==> src/rtl/simple_pkg.sv <==
// Shared constants and types for the phase sequencer.
package simple_pkg;

  localparam int PHASE_IDLE     = 0;
  localparam int NUM_PHASES_DEF = 5;
  localparam int PHASE_W_DEF    = 3;

  typedef enum logic [0:0] {
    MODE_RUN  = 1'b0,
    MODE_STEP = 1'b1
  } run_mode_e;

endpackage

==> src/rtl/rise_edge.sv <==
// Registered rising-edge detector; history resets to 1 so a level held
// through reset is not seen as an edge.
module rise_edge (
  input  logic clk,
  input  logic rst,
  input  logic d,
  output logic pulse
);

  logic hist_q;
  logic hist_d;
  logic pulse_q;
  logic pulse_d;

  // Next-state for history and edge pulse.
  always_comb begin
    hist_d  = d;
    pulse_d = d & ~hist_q;
  end

  // History and pulse registers.
  always_ff @(posedge clk) begin
    if (rst) begin
      hist_q  <= 1'b1;
      pulse_q <= 1'b0;
    end else begin
      hist_q  <= hist_d;
      pulse_q <= pulse_d;
    end
  end

  assign pulse = pulse_q;

endmodule

==> src/rtl/phase_sequencer.sv <==
// Multi-cycle phase sequencer with run/step, halt, stall and retire counter.
// Optional breakpoint compare is built when SIMPLE_BREAKPOINT_EN is defined.
module phase_sequencer
  import simple_pkg::*;
#(
  parameter int NUM_PHASES = NUM_PHASES_DEF,
  parameter int PHASE_W    = PHASE_W_DEF,
  parameter int CNT_W      = 16,
  parameter int PC_W       = 16
) (
  input  logic                  clk,
  input  logic                  rst,
  input  logic                  exec,
  input  logic                  step,
  input  logic                  hlt,
  input  logic                  stall,
  input  logic [PC_W-1:0]       pc,
  input  logic [PC_W-1:0]       bp_addr,
  output logic [PHASE_W-1:0]    phase,
  output logic [NUM_PHASES:0]   phase_oh,
  output logic                  executing,
  output logic                  instr_done,
  output logic [CNT_W-1:0]      instr_count,
  output logic                  bp_hit
);

  localparam logic [PHASE_W-1:0] PH_IDLE  = PHASE_W'(PHASE_IDLE);
  localparam logic [PHASE_W-1:0] PH_FIRST = PHASE_W'(1);
  localparam logic [PHASE_W-1:0] PH_LAST  = PHASE_W'(NUM_PHASES);

  logic               exec_p;
  logic               step_p;
  logic               start_s;
  logic               stop_req_s;
  logic               bp_match_s;
  run_mode_e          mode_s;

  logic [PHASE_W-1:0] phase_q;
  logic [PHASE_W-1:0] phase_d;
  logic               stop_q;
  logic               stop_d;
  logic               done_q;
  logic               done_d;
  logic [CNT_W-1:0]   cnt_q;
  logic [CNT_W-1:0]   cnt_d;
  logic [NUM_PHASES:0] phase_oh_s;

  rise_edge u_exec_edge (
    .clk   (clk),
    .rst   (rst),
    .d     (exec),
    .pulse (exec_p)
  );

  rise_edge u_step_edge (
    .clk   (clk),
    .rst   (rst),
    .d     (step),
    .pulse (step_p)
  );

  assign start_s    = exec_p | step_p;
  assign mode_s     = exec_p ? MODE_RUN : MODE_STEP;
  assign stop_req_s = exec_p | hlt | bp_match_s;

`ifdef SIMPLE_BREAKPOINT_EN
  logic bp_hit_q;
  logic bp_hit_d;

  // The compare is only meaningful on the first phase of an instruction.
  assign bp_match_s = (phase_q == PH_FIRST) && (pc == bp_addr);

  // Sticky hit flag, cleared by the next start from idle.
  always_comb begin
    bp_hit_d = bp_hit_q;
    if (phase_q == PH_IDLE) begin
      if (start_s) begin
        bp_hit_d = 1'b0;
      end else begin
        bp_hit_d = bp_hit_q;
      end
    end else if (bp_match_s) begin
      bp_hit_d = 1'b1;
    end else begin
      bp_hit_d = bp_hit_q;
    end
  end

  // Breakpoint flag register.
  always_ff @(posedge clk) begin
    if (rst) begin
      bp_hit_q <= 1'b0;
    end else begin
      bp_hit_q <= bp_hit_d;
    end
  end

  assign bp_hit = bp_hit_q;
`else
  logic unused_bp_s;
  assign unused_bp_s = ^{pc, bp_addr};
  assign bp_match_s  = 1'b0;
  assign bp_hit      = 1'b0;
`endif

  // Phase advance, deferred stop and retirement bookkeeping.
  always_comb begin
    phase_d = phase_q;
    stop_d  = stop_q;
    done_d  = 1'b0;
    cnt_d   = cnt_q;
    if (phase_q == PH_IDLE) begin
      if (start_s) begin
        phase_d = PH_FIRST;
        stop_d  = (mode_s == MODE_STEP);
      end else begin
        phase_d = phase_q;
        stop_d  = stop_q;
      end
    end else if (stall) begin
      stop_d = stop_q | stop_req_s;
    end else if (phase_q != PH_LAST) begin
      phase_d = phase_q + PHASE_W'(1);
      stop_d  = stop_q | stop_req_s;
    end else begin
      done_d = 1'b1;
      cnt_d  = cnt_q + CNT_W'(1);
      if (stop_q | stop_req_s) begin
        phase_d = PH_IDLE;
        stop_d  = 1'b0;
      end else begin
        phase_d = PH_FIRST;
        stop_d  = 1'b0;
      end
    end
  end

  // Sequencer state registers.
  always_ff @(posedge clk) begin
    if (rst) begin
      phase_q <= PH_IDLE;
      stop_q  <= 1'b0;
      done_q  <= 1'b0;
      cnt_q   <= '0;
    end else begin
      phase_q <= phase_d;
      stop_q  <= stop_d;
      done_q  <= done_d;
      cnt_q   <= cnt_d;
    end
  end

  // One-hot decode straight from the phase register.
  always_comb begin
    phase_oh_s = '0;
    for (int i = 0; i <= NUM_PHASES; i++) begin
      phase_oh_s[i] = (phase_q == PHASE_W'(i));
    end
  end

  assign phase       = phase_q;
  assign phase_oh    = phase_oh_s;
  assign executing   = (phase_q != PH_IDLE);
  assign instr_done  = done_q;
  assign instr_count = cnt_q;

endmodule

==> config.mk <==
export PLATFORM = sky130hd
export DESIGN_NAME = phase_sequencer
export DESIGN_NICKNAME = d
export VERILOG_FILES = /design/src/rtl/simple_pkg.sv /design/src/rtl/rise_edge.sv /design/src/rtl/phase_sequencer.sv
export SDC_FILE = /design/constraint.sdc
export NUM_CORES = 1
export LEC_CHECK = 0
export CORE_UTILIZATION = 29
export CTS_BUF_LIST = sky130_fd_sc_hd__clkbuf_4
export CTS_CLUSTER_DIAMETER = 200
export DETAILED_ROUTE_END_ITERATION = 8
export GPL_ROUTABILITY_DRIVEN = 0
export GPL_TIMING_DRIVEN = 1
export PLACE_DENSITY_LB_ADDON = 0.08
export SLEW_MARGIN = 20
export SYNTH_ARGS = -nofsm -noshare
export SYNTH_HDL_FRONTEND = slang
export SYNTH_SLANG_ARGS = --single-unit
==> constraint.sdc <==
create_clock -name clk -period 1.9 [get_ports clk]
set_clock_uncertainty 0.05 [all_clocks]
set_input_delay 0.57 -clock clk [delete_from_list [all_inputs] [get_ports clk]]
set_output_delay 0.57 -clock clk [all_outputs]
set_load 0.005 [all_outputs]
# --- After elaboration in Yosys (flattened, before gate mapping) ---
# Cells that the tools add are included.
totals:
  elab_cells: 44
  mem_bits_ro: 0
  latch_bits: 0
  ff_bits: 25
  input_bits: 38
  memories: 0
  ram_bits: 0
  out_inout_bits: 28
classes:
  magnitude_cmp: 0
  n_shift: 0
  n_mux: 11
  n_eq_ne: 8
  bitwise: 10
  addsub: 2
  multipliers: 0
  div_mod_pow: 0
  n_reduce_logical: 5
op_table:
  columns: ["op", "n"]
  rows:
  - ["16-bit by 1-bit adder with 16-bit output (second input constant)", 1]
  - ["3-bit two-way mux", 4]
  - ["1-bit two-way mux", 7]
  - ["3-bit by 2-bit equality test with 1-bit output (second input constant)", 2]
  - ["3-bit equality test (second input constant)", 2]
  - ["1-bit NOT", 5]
  - ["2-bit by 1-bit inequality test with 1-bit output (second input constant)", 2]
  - ["3-bit by 1-bit adder with 3-bit output (second input constant)", 1]
  - ["3-bit by 1-bit equality test with 1-bit output (second input constant)", 1]
  - ["3-bit logical NOT", 1]
  - ["3-bit inequality test (second input constant)", 1]
  - ["1-bit OR", 3]
  - ["3-bit AND reduction", 1]
  - ["3-bit nonzero test", 1]
  - ["3-bit OR reduction", 1]
  - ["1-bit AND", 2]
  - ["2-bit AND reduction", 1]

# --- Depth between registers and ports, before layout ---
depth:
  depth_word: 6
  depth_mapped: 6

# --- Cells and area by module ---
# From an unflattened synthesis, not the netlist that was laid out.
hier_totals:
  hier_cells: 137
  area_unflattened_um2: 1161.1
modules_own_cells:
  columns: ["module", "area_each_um2", "cells_per_inst", "seq_area_each_um2", "instances"]
  rows:
  - ["phase_sequencer", 1043.5, 129, 420.4, 1]
  - ["rise_edge", 58.8, 4, 40.0, 2]

# --- Least setup slack after synthesis ---
# Ideal clock, no wire load.
synth_timing:
  path_type: "input-to-reg"
  startpoint: "in stall"
  endpoint: "reg cnt_q[15], in the netlist instr_count[15]"
  slack_ps: -17
  arrival_ps: 1746
  path_buffers: 1
  stages: 5
  path_cell_list: "and4bb_1 -> buf_6 -> nand4_4 -> nor4_1 -> mux2_2"
synth_via:
  elab_chain_len: 2
synth_lines:
  columns: ["element", "line", "text"]
  rows:
  - ["from (decl)", "phase_sequencer.sv:16", "input logic stall,"]
  - ["1-bit NOT (no source line)", null, null]
  - ["3-bit AND reduction (no source line)", null, null]
  - ["to (signal assigned)", "phase_sequencer.sv:149", "cnt_q <= cnt_d;"]
  - ["to (decl)", "phase_sequencer.sv:44", "logic [CNT_W-1:0] cnt_q;"]
# No other way between the ends.
# A chain may end at the register's enable or synchronous reset.

# --- Final worst setup path ---
layout_timing:
  startpoint: "reg phase_q[2], in the netlist phase[2]"
  endpoint: "out phase_oh[5]"
layout_via:
  elab_chain_len: 1
layout_lines:
  columns: ["element", "line", "text"]
  rows:
  - ["from (decl)", "phase_sequencer.sv:38", "logic [PHASE_W-1:0] phase_q;"]
  - ["from (signal assigned)", "phase_sequencer.sv:146", "phase_q <= phase_d;"]
  - ["3-bit equality test", "phase_sequencer.sv:157", "phase_oh_s[i] = (phase_q == PHASE_W'(i));"]
  - ["to (decl)", "phase_sequencer.sv:20", "output logic [NUM_PHASES:0] phase_oh,"]
# No other way between the ends.

==> key figures <==
Status
  – Result of the run: finished with violations
  – Violations in the final reports: negative setup slack

Synthesis
  – Number of synthesized flops with an enable pin: 0
  – Synthesized instance count: around 140
  – Biggest area consumer among synthesized cells: sky130_fd_sc_hd__dfxtp_1
  – Top post-synthesis cells by area: sky130_fd_sc_hd__dfxtp_1 (42%), sky130_fd_sc_hd__nor2_1 (6.4%), sky130_fd_sc_hd__xor2_1 (3.7%)
  – Register bit total from synthesis: 25
  – Fraction of synthesized cell area taken by the top area cell type: 42.37%
  – Syn_nets: between 150 and 200
  – Synthesized area per cell: roughly 8.7 µm²
  – Library cells used by synthesis: 35
  – Share of flip-flops with an asynchronous set or reset after synthesis: 0%
  – Portion of the post-synthesis area used by sequential elements: between 40% and 50%
  – Post-Syn Area: 1181 µm²
  – Synthesis Warnings: 0
  – Most frequently used flop master after synthesis: sky130_fd_sc_hd__dfxtp_1

Global route
  – GRT overflow: 0
  – First-pass GRT wire length: 4643 µm
  – Overall routing resource usage: 13.96%
  – Largest net degree at the start of global routing: 14
  – Antenna violations before repair: 0
  – Number of global-route vias before repair: 1055

Power
  – Portion of total power attributed to combinational logic: 31.8%
  – Net switching component of the power: between 0.3 and 0.4 mW
  – Clock network fraction of total power: 21.5%
  – Static Leak: about 0.8 nW
  – Share of total power consumed by net switching: approximately 28%
  – Internal power contribution: ~0.87 mW
  – Power density relative to cell area: ~660 nW/µm²
  – Highest ir drop seen on vdd: around 280 µV
  – Sequential share of power: 46.7%
  – Overall power of the completed layout: about 1.2 mW

Layout
  – Number of fillers in the final layout: between 300 and 400
  – Share of post-route cells with drive strength above 1: between 30 and 40%
  – ANT cells: 0
  – Post-route cell area: 1849 µm²
  – Area delta synth->final: 56.57%
  – Non-Filler Instances: about 240
  – Final net count: 232

STA
  – Setup repair after global routing missed its margin: yes
  – Number of pins with negative max-slew slack in the final report: 0
  – Min Tclk post-route: between 1500 and 2000 ps
  – Number of setup violations in the final report: 4
  – Setup WS post-layout: -63.07 ps
  – Achievable frequency: 509.4 MHz
  – Minimum hold slack: 352.7 ps
  – Post-route clock period utilization: 103.3%
  – Final hold violation count: 0
  – Sum of negative setup slack: -156.8 ps

Drt
  – ANT nets after route: 0
  – Routed wire length: 2879 µm
  – Average vias per placed instance: 4.812
  – Met2 WL: 1494 µm
  – Routed wire per std cell: roughly 12 µm
  – Number of DRC violations after detailed routing: 0
  – DRT iter0 DRCs: 57
  – Metal1 wirelength: roughly 1200 µm
  – Via Count: ~1200
  – DR pass1 iterations: 4
  – Top metal layer carrying routed signals: met4
  – WL met3: around 120 µm

Setup path
  – Worst R2R Start: phase[2]$_SDFFE_PP0P_
  – Maximum fanout count along the critical path: 3
  – Required time at the worst-slack endpoint: between 1000 and 1500 ps
  – Worst Path Class, Setup: flip-flop to primary output
  – CP startpoint: phase[2]$_SDFFE_PP0P_
  – Data arrival, critical path: ~1300 ps
  – Critical path endpoint category: primary output
  – Worst Setup Start Kind: flip-flop

Die
  – Die outline width: approximately 66 µm
  – Number of cell rows: 22
  – Die Ht: ~66 µm
  – # IOs: between 60 and 70
  – Effective utilization at floorplan: 31.32%
  – Placeable core area: about 3800 µm²
  – Die footprint: 4332 µm²

Clocking
  – Clk buf depth: 2
  – Library cell used as clock root buffer: sky130_fd_sc_hd__clkbuf_4
  – Clock Latency Late Sink: 320 ps
  – Number of sinks on the clock net: 25
  – TritonCTS buffer count: 3
  – TritonCTS clock tree: done
  – Number of hold buffers added after CTS: 0
  – Clock slew at reported path FFs: 150 ps
  – Htree depth: 1

Placement
  – Cell Count Post-Placement: around 220
  – Post-DP Area: ~1600 µm²
  – Port-buffer cells: 32
  – DP Wirelength: approximately 2000 µm

Min path
  – Worst Hold Class: flip-flop to flip-flop
  – Startpoint of the tightest hold check path: u_exec_edge.hist_q$_SDFF_PP1_

Flow run
  – # Max-Cap Violations: 0
-- worst paths after layout --
kind	depth (start not counted)	endpoint	slack, ps
worst min-delay path	1	u_exec_edge.pulse$_SDFF_PP0_	350
worst min register to register	1	u_exec_edge.pulse$_SDFF_PP0_	350
worst max-delay path	5	phase_oh[5]	-60
worst max register to register	7	phase[0]$_SDFFE_PP0P_	30
-- layout by cell type, fill, tap and decap left out, types with 4 or more instances in the layout --
cell,count
sky130_fd_sc_hd__inv_1,7
sky130_fd_sc_hd__xor2_1,5
sky130_fd_sc_hd__o21ai_0,5
sky130_fd_sc_hd__dlygate4sd2_1,6
sky130_fd_sc_hd__nor2_1,18
sky130_fd_sc_hd__dfxtp_1,9
sky130_fd_sc_hd__buf_6,9
sky130_fd_sc_hd__nand3_1,4
sky130_fd_sc_hd__buf_4,23
sky130_fd_sc_hd__or3_1,5
sky130_fd_sc_hd__buf_2,4
sky130_fd_sc_hd__nand2_1,4
sky130_fd_sc_hd__dfxtp_2,14
sky130_fd_sc_hd__a21oi_1,5
sky130_fd_sc_hd__clkdlybuf4s50_1,19
sky130_fd_sc_hd__clkbuf_4,4
-- metal layers --
| layer | up-vias | track usage [%] |
|---|---|---|
| met5 | - | 0 |
| met4 | 0 | 6.522 |
| met3 | 2 | 2.069 |
| met2 | 27 | 24.49 |
| met1 | 544 | 16.47 |
| li1 | 577 | - |
-- synthesized netlist by cell type (all sizes together) (3+ instances only) --
cell type / number
nor2b: 3
or4: 3
nor2: 20
buf: 4
inv: 8
or3: 6
xor2: 5
a21oi: 8
or2: 3
o31ai: 3
o21ai: 5
nand4: 4
nand3: 4
dfxtp: 25
clkbuf: 6
nand2: 4
-- cells by family (layout without fill, tap and decap cells) --
| family | after synthesis | in the layout | synth area share, % |
|---|---|---|---|
| and+or+nand+nor | 60 | 60 | 29.98 |
| other | 1 | 1 | 0.3175 |
| AOI/OAI and AO/OA | 19 | 19 | 9.746 |
| xor gates and xnor gates | 7 | 7 | 5.191 |
| buffers and inverters | 18 | 74 | 7.627 |
| DFF | 25 | 25 | 42.37 |
| adders and majority gates | 2 | 2 | 2.118 |
| muxes | 3 | 3 | 2.648 |
-- worst max-delay path, cell delays in order, from the launching register on --
cell	delay (ps)
sky130_fd_sc_hd__dfxtp_2	360
sky130_fd_sc_hd__buf_6	90
sky130_fd_sc_hd__or2b_1	260
sky130_fd_sc_hd__buf_6	130
sky130_fd_sc_hd__nor2_4	70
sky130_fd_sc_hd__buf_2	110
-- sequential cells by signal, summed over array words and instances (netlist names) --
register,count
instr_done,1
phase,3
instr_count,16
u_exec_edge.hist_q,1
u_exec_edge.pulse,1
stop_q,1
u_step_edge.hist_q,1
u_step_edge.pulse,1
-- power by group through the flow --
stage | Combinational [mW] | Sequential (mW) | Clock (mW)
5_1_grt | 0.423 | 0.571 | 0.297
3_5_place_dp | 0.317 | 0.579 | 0
2_1_floorplan | 0.160 | 0.572 | 0
4_1_cts | 0.364 | 0.569 | 0.270
6_report | 0.387 | 0.568 | 0.261
3_3_place_gp | 0.310 | 0.579 | 0
-- per-stage QoR --
step	utilization [%]	worst slack, ps
after detailed placement	43.36	-523.7
final	49.04	-63.07
after floorplan	-	7.965
after global placement	43.36	-506.1
after global routing	49.04	-131.6
after CTS	46.42	-104.2
-- cell type report --
| class | count | area (µm²) | area share (%) |
|---|---|---|---|
| multi-input cells | 92 | 656.9 | 35.52 |
| inverters | 8 | 30.03 | 1.624 |
| clock buffers | 4 | 30.03 | 1.624 |
| flip-flops and latches | 25 | 525.5 | 28.42 |
| well taps | 48 | 60.06 | 3.248 |
| repair buffers | 62 | 546.8 | 29.57 |
-- timing repair --
item	CTS	global route
gates cloned	0	0
setup buffers	9	6
setup endpoints to repair	21	23
pin swaps	5	10
resized for setup	45	31
(Power assumes the default switching activity.)
